### src/rtl/rv32i_regfile.sv
// RV32I 32 x XLEN integer register file with a per-register pending-write scoreboard.
// Latency: reads and busy flags are combinational; writes and scoreboard updates land on the rising edge.
// Backpressure: none; decode stalls itself on the busy flags, and the sticky sb_err flags over/underflow.
module rv32i_regfile #(
  parameter int XLEN   = 32,
  parameter int CNT_W  = 2,
  parameter int BYPASS = 1
) (
  input  logic            i_clk,
  input  logic            i_reset,     // asynchronous, active-low
  input  logic [4:0]      i_rs1_reg,
  input  logic [4:0]      i_rs2_reg,
  output logic [XLEN-1:0] o_rs1_data,
  output logic [XLEN-1:0] o_rs2_data,
  output logic            o_rs1_busy,
  output logic            o_rs2_busy,
  input  logic            i_iss_en,
  input  logic [4:0]      i_iss_reg,
  input  logic            i_wb_en,
  input  logic [4:0]      i_wb_reg,
  input  logic [XLEN-1:0] i_wb_data,
  output logic            o_sb_err
);

  localparam logic [CNT_W-1:0] CNT_MAX  = '1;
  localparam logic [CNT_W-1:0] CNT_ZERO = '0;
  localparam logic [CNT_W-1:0] CNT_ONE  = {{(CNT_W-1){1'b0}}, 1'b1};

  // Entry 0 is held at reset value forever, so x0 reads zero and never looks busy.
  logic [XLEN-1:0]  r_regs [0:31];
  logic [CNT_W-1:0] r_cnt  [0:31];
  logic             r_sb_err;

  logic             w_fwd1;
  logic             w_fwd2;
  logic [CNT_W-1:0] w_cnt1;
  logic [CNT_W-1:0] w_cnt2;

  // Register array: writeback commits on the edge, x0 writes are dropped.
  always_ff @(posedge i_clk or negedge i_reset) begin
    if (!i_reset) begin
      for (int i = 0; i < 32; i++) r_regs[i] <= '0;
    end else begin
      for (int i = 1; i < 32; i++) begin
        if (i_wb_en && (i_wb_reg == i[4:0])) r_regs[i] <= i_wb_data;
      end
    end
  end

  // Scoreboard: issue increments, writeback decrements, both together cancel; saturate and flag on misuse.
  always_ff @(posedge i_clk or negedge i_reset) begin
    if (!i_reset) begin
      for (int i = 0; i < 32; i++) r_cnt[i] <= '0;
      r_sb_err <= 1'b0;
    end else begin
      for (int i = 1; i < 32; i++) begin
        if (i_iss_en && (i_iss_reg == i[4:0]) && !(i_wb_en && (i_wb_reg == i[4:0]))) begin
          if (r_cnt[i] == CNT_MAX) r_sb_err <= 1'b1;
          else                     r_cnt[i] <= r_cnt[i] + CNT_ONE;
        end else if (i_wb_en && (i_wb_reg == i[4:0]) && !(i_iss_en && (i_iss_reg == i[4:0]))) begin
          if (r_cnt[i] == CNT_ZERO) r_sb_err <= 1'b1;
          else                      r_cnt[i] <= r_cnt[i] - CNT_ONE;
        end
      end
    end
  end

  // Read ports: writeback data is forwarded when bypass is enabled and the address matches.
  always_comb begin
    w_fwd1 = (BYPASS != 0) && i_wb_en && (i_wb_reg == i_rs1_reg) && (i_rs1_reg != 5'd0);
    w_fwd2 = (BYPASS != 0) && i_wb_en && (i_wb_reg == i_rs2_reg) && (i_rs2_reg != 5'd0);
    w_cnt1 = r_cnt[i_rs1_reg];
    w_cnt2 = r_cnt[i_rs2_reg];

    if (i_rs1_reg == 5'd0) o_rs1_data = '0;
    else if (w_fwd1)       o_rs1_data = i_wb_data;
    else                   o_rs1_data = r_regs[i_rs1_reg];

    if (i_rs2_reg == 5'd0) o_rs2_data = '0;
    else if (w_fwd2)       o_rs2_data = i_wb_data;
    else                   o_rs2_data = r_regs[i_rs2_reg];

    // The last outstanding write being forwarded this cycle is no longer a hazard.
    o_rs1_busy = (i_rs1_reg != 5'd0) && (w_cnt1 != CNT_ZERO) && !(w_fwd1 && (w_cnt1 == CNT_ONE));
    o_rs2_busy = (i_rs2_reg != 5'd0) && (w_cnt2 != CNT_ZERO) && !(w_fwd2 && (w_cnt2 == CNT_ONE));
  end

  assign o_sb_err = r_sb_err;

endmodule

### config.mk
export PLATFORM = sky130hd
export DESIGN_NAME = rv32i_regfile
export DESIGN_NICKNAME = d
export VERILOG_FILES = /design/src/rtl/rv32i_regfile.sv
export SDC_FILE = /design/constraint.sdc
export NUM_CORES = 2
export LEC_CHECK = 0
export CORE_UTILIZATION = 25
export DETAILED_ROUTE_END_ITERATION = 10
export PLACE_DENSITY = 0.44
export SLEW_MARGIN = 20
export SYNTH_ARGS = -nofsm -noshare
export SYNTH_HDL_FRONTEND = slang
export SYNTH_SLANG_ARGS = --single-unit
### constraint.sdc
create_clock -name i_clk -period 3.25 [get_ports i_clk]
set_input_delay 0.325 -clock i_clk [delete_from_list [all_inputs] [get_ports i_clk]]
set_output_delay 0.325 -clock i_clk [all_outputs]
set_load 0.005 [all_outputs]
==> qor.yml <==
drt:
  dr.pass1.iters: 7
  via_count: 39560
  ant_nets: 0
  wl_um: 226000
  drc: 0
  wl_per_cell_um: 29.57
  drt_iter0_markers: 2895
  vias_per_cell: 5.177
floorplanning:
  dieHeight_um: 489.2
  dieArea_um2: 239300
  rows: 178
  core_um2: 235600
  initial_core_util_pct: 25.18
  dieWidth_um: 489.2
  ios: 123
run_status:
  outcome: "complete, no violations"
finish:
  multi_input_area_um2: 31590
  final_nets: 4509
  final_common_cell: "mux2_2"
  mostFrequentLayoutCells: "mux2_2 (1118), dfrtp_1 (1040), mux4_2 (546), buf_4 (359), nand2_1 (148)"
  n_fill_cell: 23680
  drive_gt1_share_pct: 55.06
  synthToLayoutAreaGrowth_pct: 21.67
  regArea_um2: 26420
  fin_util_pct: 30.64
clock_network:
  clock-sinks: 1055
  cts_buffers: 120
  cts.clk_slew.worst_paths_ps: 60
  htree_levels: 3
  worstSkewPairLatency_ps: 770
  cts.path.max_buffers: 3
  cts_tree: "done"
  clock-root-buffer: "clkbuf_16"
logic_synthesis:
  synth_compound_gate_area_share_pct: 4.270
  synth_xor_xnor_area_share_pct: 0.1476
  synth_flop_cell: "dfrtp_1"
  async_flop_share_pct: 100.0
  synth_top_family_by_area: "multiplexers"
  syn_avg_cell_area_um2: 14.54
  syn_inst: 4081
  synthAdderAreaFrac_pct: 1.358
  synth-edff-count: 0
  ys_ff_latch: 1055
  synthMuxAreaShare_pct: 43.13
  yosysUniqueCellTypes: 56
  synthesis.area_um2: 59330
  yosysSeqAreaShare_pct: 44.50
  synthSimpleGateAreaFrac_pct: 3.241
  syn_nets: 4199
  synth.yosys.warnings: 34
setup_path:
  path_cells: "clkdlybuf4s50_1 -> xnor2_1 -> nand4_1 -> buf_4 -> nor3b_2 -> buf_6 -> buf_4 -> bufbuf_16 -> a221o_1 -> clkdlybuf4s15_1"
  critPathMaxFanout: 11
  cp.required_ps: 2920
  crit_buf_inv: 6
  slowest_stage: "clkdlybuf4s50_1"
  end_kind: "primary output"
  start_kind: "input port"
  cp_top_family: "buffers and inverters"
  slowest_delay_ps: 600
  critPathArrivalTime_ps: 2880
  r2r_slack_ps: 1280
  cpMostUsedCell: "buf_4"
  path_class: "in2out"
power:
  ir_drop_mv: 0.4245
  power.density_nw_per_um2: 562.5
  leakage_nw: 31.12
timing:
  hold_ws_ps: 178.6
  hold_violations: 0
  slew_viol_final: 0
  skew_ps: 43.12
  setup_viol: 0
  fmax_mhz: 312.5
  rsz0062_at_grt: "yes"
  slew_headroom_pct: 32.29
  tightest_slew_ps: 1016
  fin_crit_ps: 3200
  period_share_pct: 98.47
global_routing:
  grt_use_total_pct: 18.95
  grt_pass1_wl_um: 325000
  grt_overflow: 0
  grt_pass1_vias: 41310
  grt_max_degree: 108
  antenna_found_initial: 11
flow_run:
  maxCapViolCount: 0
placement:
  port_buffers: 122
  dp_hpwl_um: 141100
  place.gp.congestion: 0.8224
worst_hold_path:
  hold_class: "in2async"
[state kept, by name, indices dropped and copies added (netlist names)]
| signal | flops |
|---|---|
| r_regs | 992 |
| r_cnt | 62 |
| o_sb_err | 1 |
[logic make-up after synthesis]
logic type,count (synthesis)
adders and majority gates,65
xor gates and xnor gates,10
muxes,1734
AOI/OAI and AO/OA,354
DFF,1055
and+or+nand+nor,398
buffers and inverters,465
[power by group]
part           leakage (nW)  switching [mW]  internal (mW)
logic                  15.6            3.51           5.44
registers              13.5            1.79           15.6
clock network          2.02            6.08           8.20
[timing repair]
item                       in CTS  in global routing
pin swaps                      31                  5
setup endpoints to repair      65                 13
hold buffers                    1                  0
hold endpoints to repair       62                  0
gates cloned                    1                  0
setup buffers                  11                  0
resized for setup             193                 16
[final timing paths]
| path | from | to | cells past startpoint |
|---|---|---|---|
| hold / removal | i_reset | r_regs[255] | 2 |
| max in group asynchronous | i_reset | r_regs[423] | 3 |
| setup reg to reg | r_cnt[42] | o_sb_err | 6 |
| min in group i_clk | i_wb_data[19] | r_regs[339] | 2 |
| setup / recovery | i_wb_reg[2] | o_rs2_data[14] | 10 |
| hold reg to reg | r_regs[554] | r_regs[554] | 1 |
[synth_stat cells, types with 21 or more instances]
cell type	n	share of area (%)
o211ai_1	33	0.42
inv_1	71	0.45
buf_2	105	0.89
a22o_1	53	0.78
nor2_1	65	0.41
nand2_1	181	1.1
a22oi_1	37	0.47
o31ai_1	27	0.34
nor2b_1	48	0.51
mux2_2	1118	21
nor4b_1	28	0.41
ha_1	62	1.3
mux2i_1	67	1.1
clkbuf_1	254	1.6
a21oi_1	21	0.18
dfrtp_1	1055	44
o21ai_0	70	0.59
mux4_2	546	21
[per-stage QoR]
stage               cells  area (um^2)  worst slack (ps)  TNS [ps]  power (mW)
detailed placement   7411        67740            -714.4    -23540       26.57
global placement     7411        67730            -916.7    -27300       26.40
global route         7643        72190            -26.40    -26.40       42.46
finish               7643        72190             49.79         0       40.61
floorplan            4081        59330             456.5         0       23.04
CTS                  7640        72140            -103.0    -128.4       41.06
[final cells by class]
type | count | area share [%]
clock buffer | 173 | 4.936
multi-input combinational | 2561 | 43.76
timing repair buffer | 582 | 8.162
antenna | 3 | 0.01040
clock inverter | 48 | 0.7019
tap | 3150 | 5.460
sequential | 1055 | 36.60
inverter | 71 | 0.3692
[metal layers]
layer  routed length [um]  vias to the layer above  track usage [%]  share of wire [%]
met5                    7                        -                0             0.0031
met4                 5425                        2            4.398                2.4
met3                10080                      259            2.528                4.5
met2               104000                     1015            29.79                 46
met1               106500                    21910            27.46                 47
li1                     -                    16380                -                  -
No activity file was read; power rests on OpenSTA's default activity.
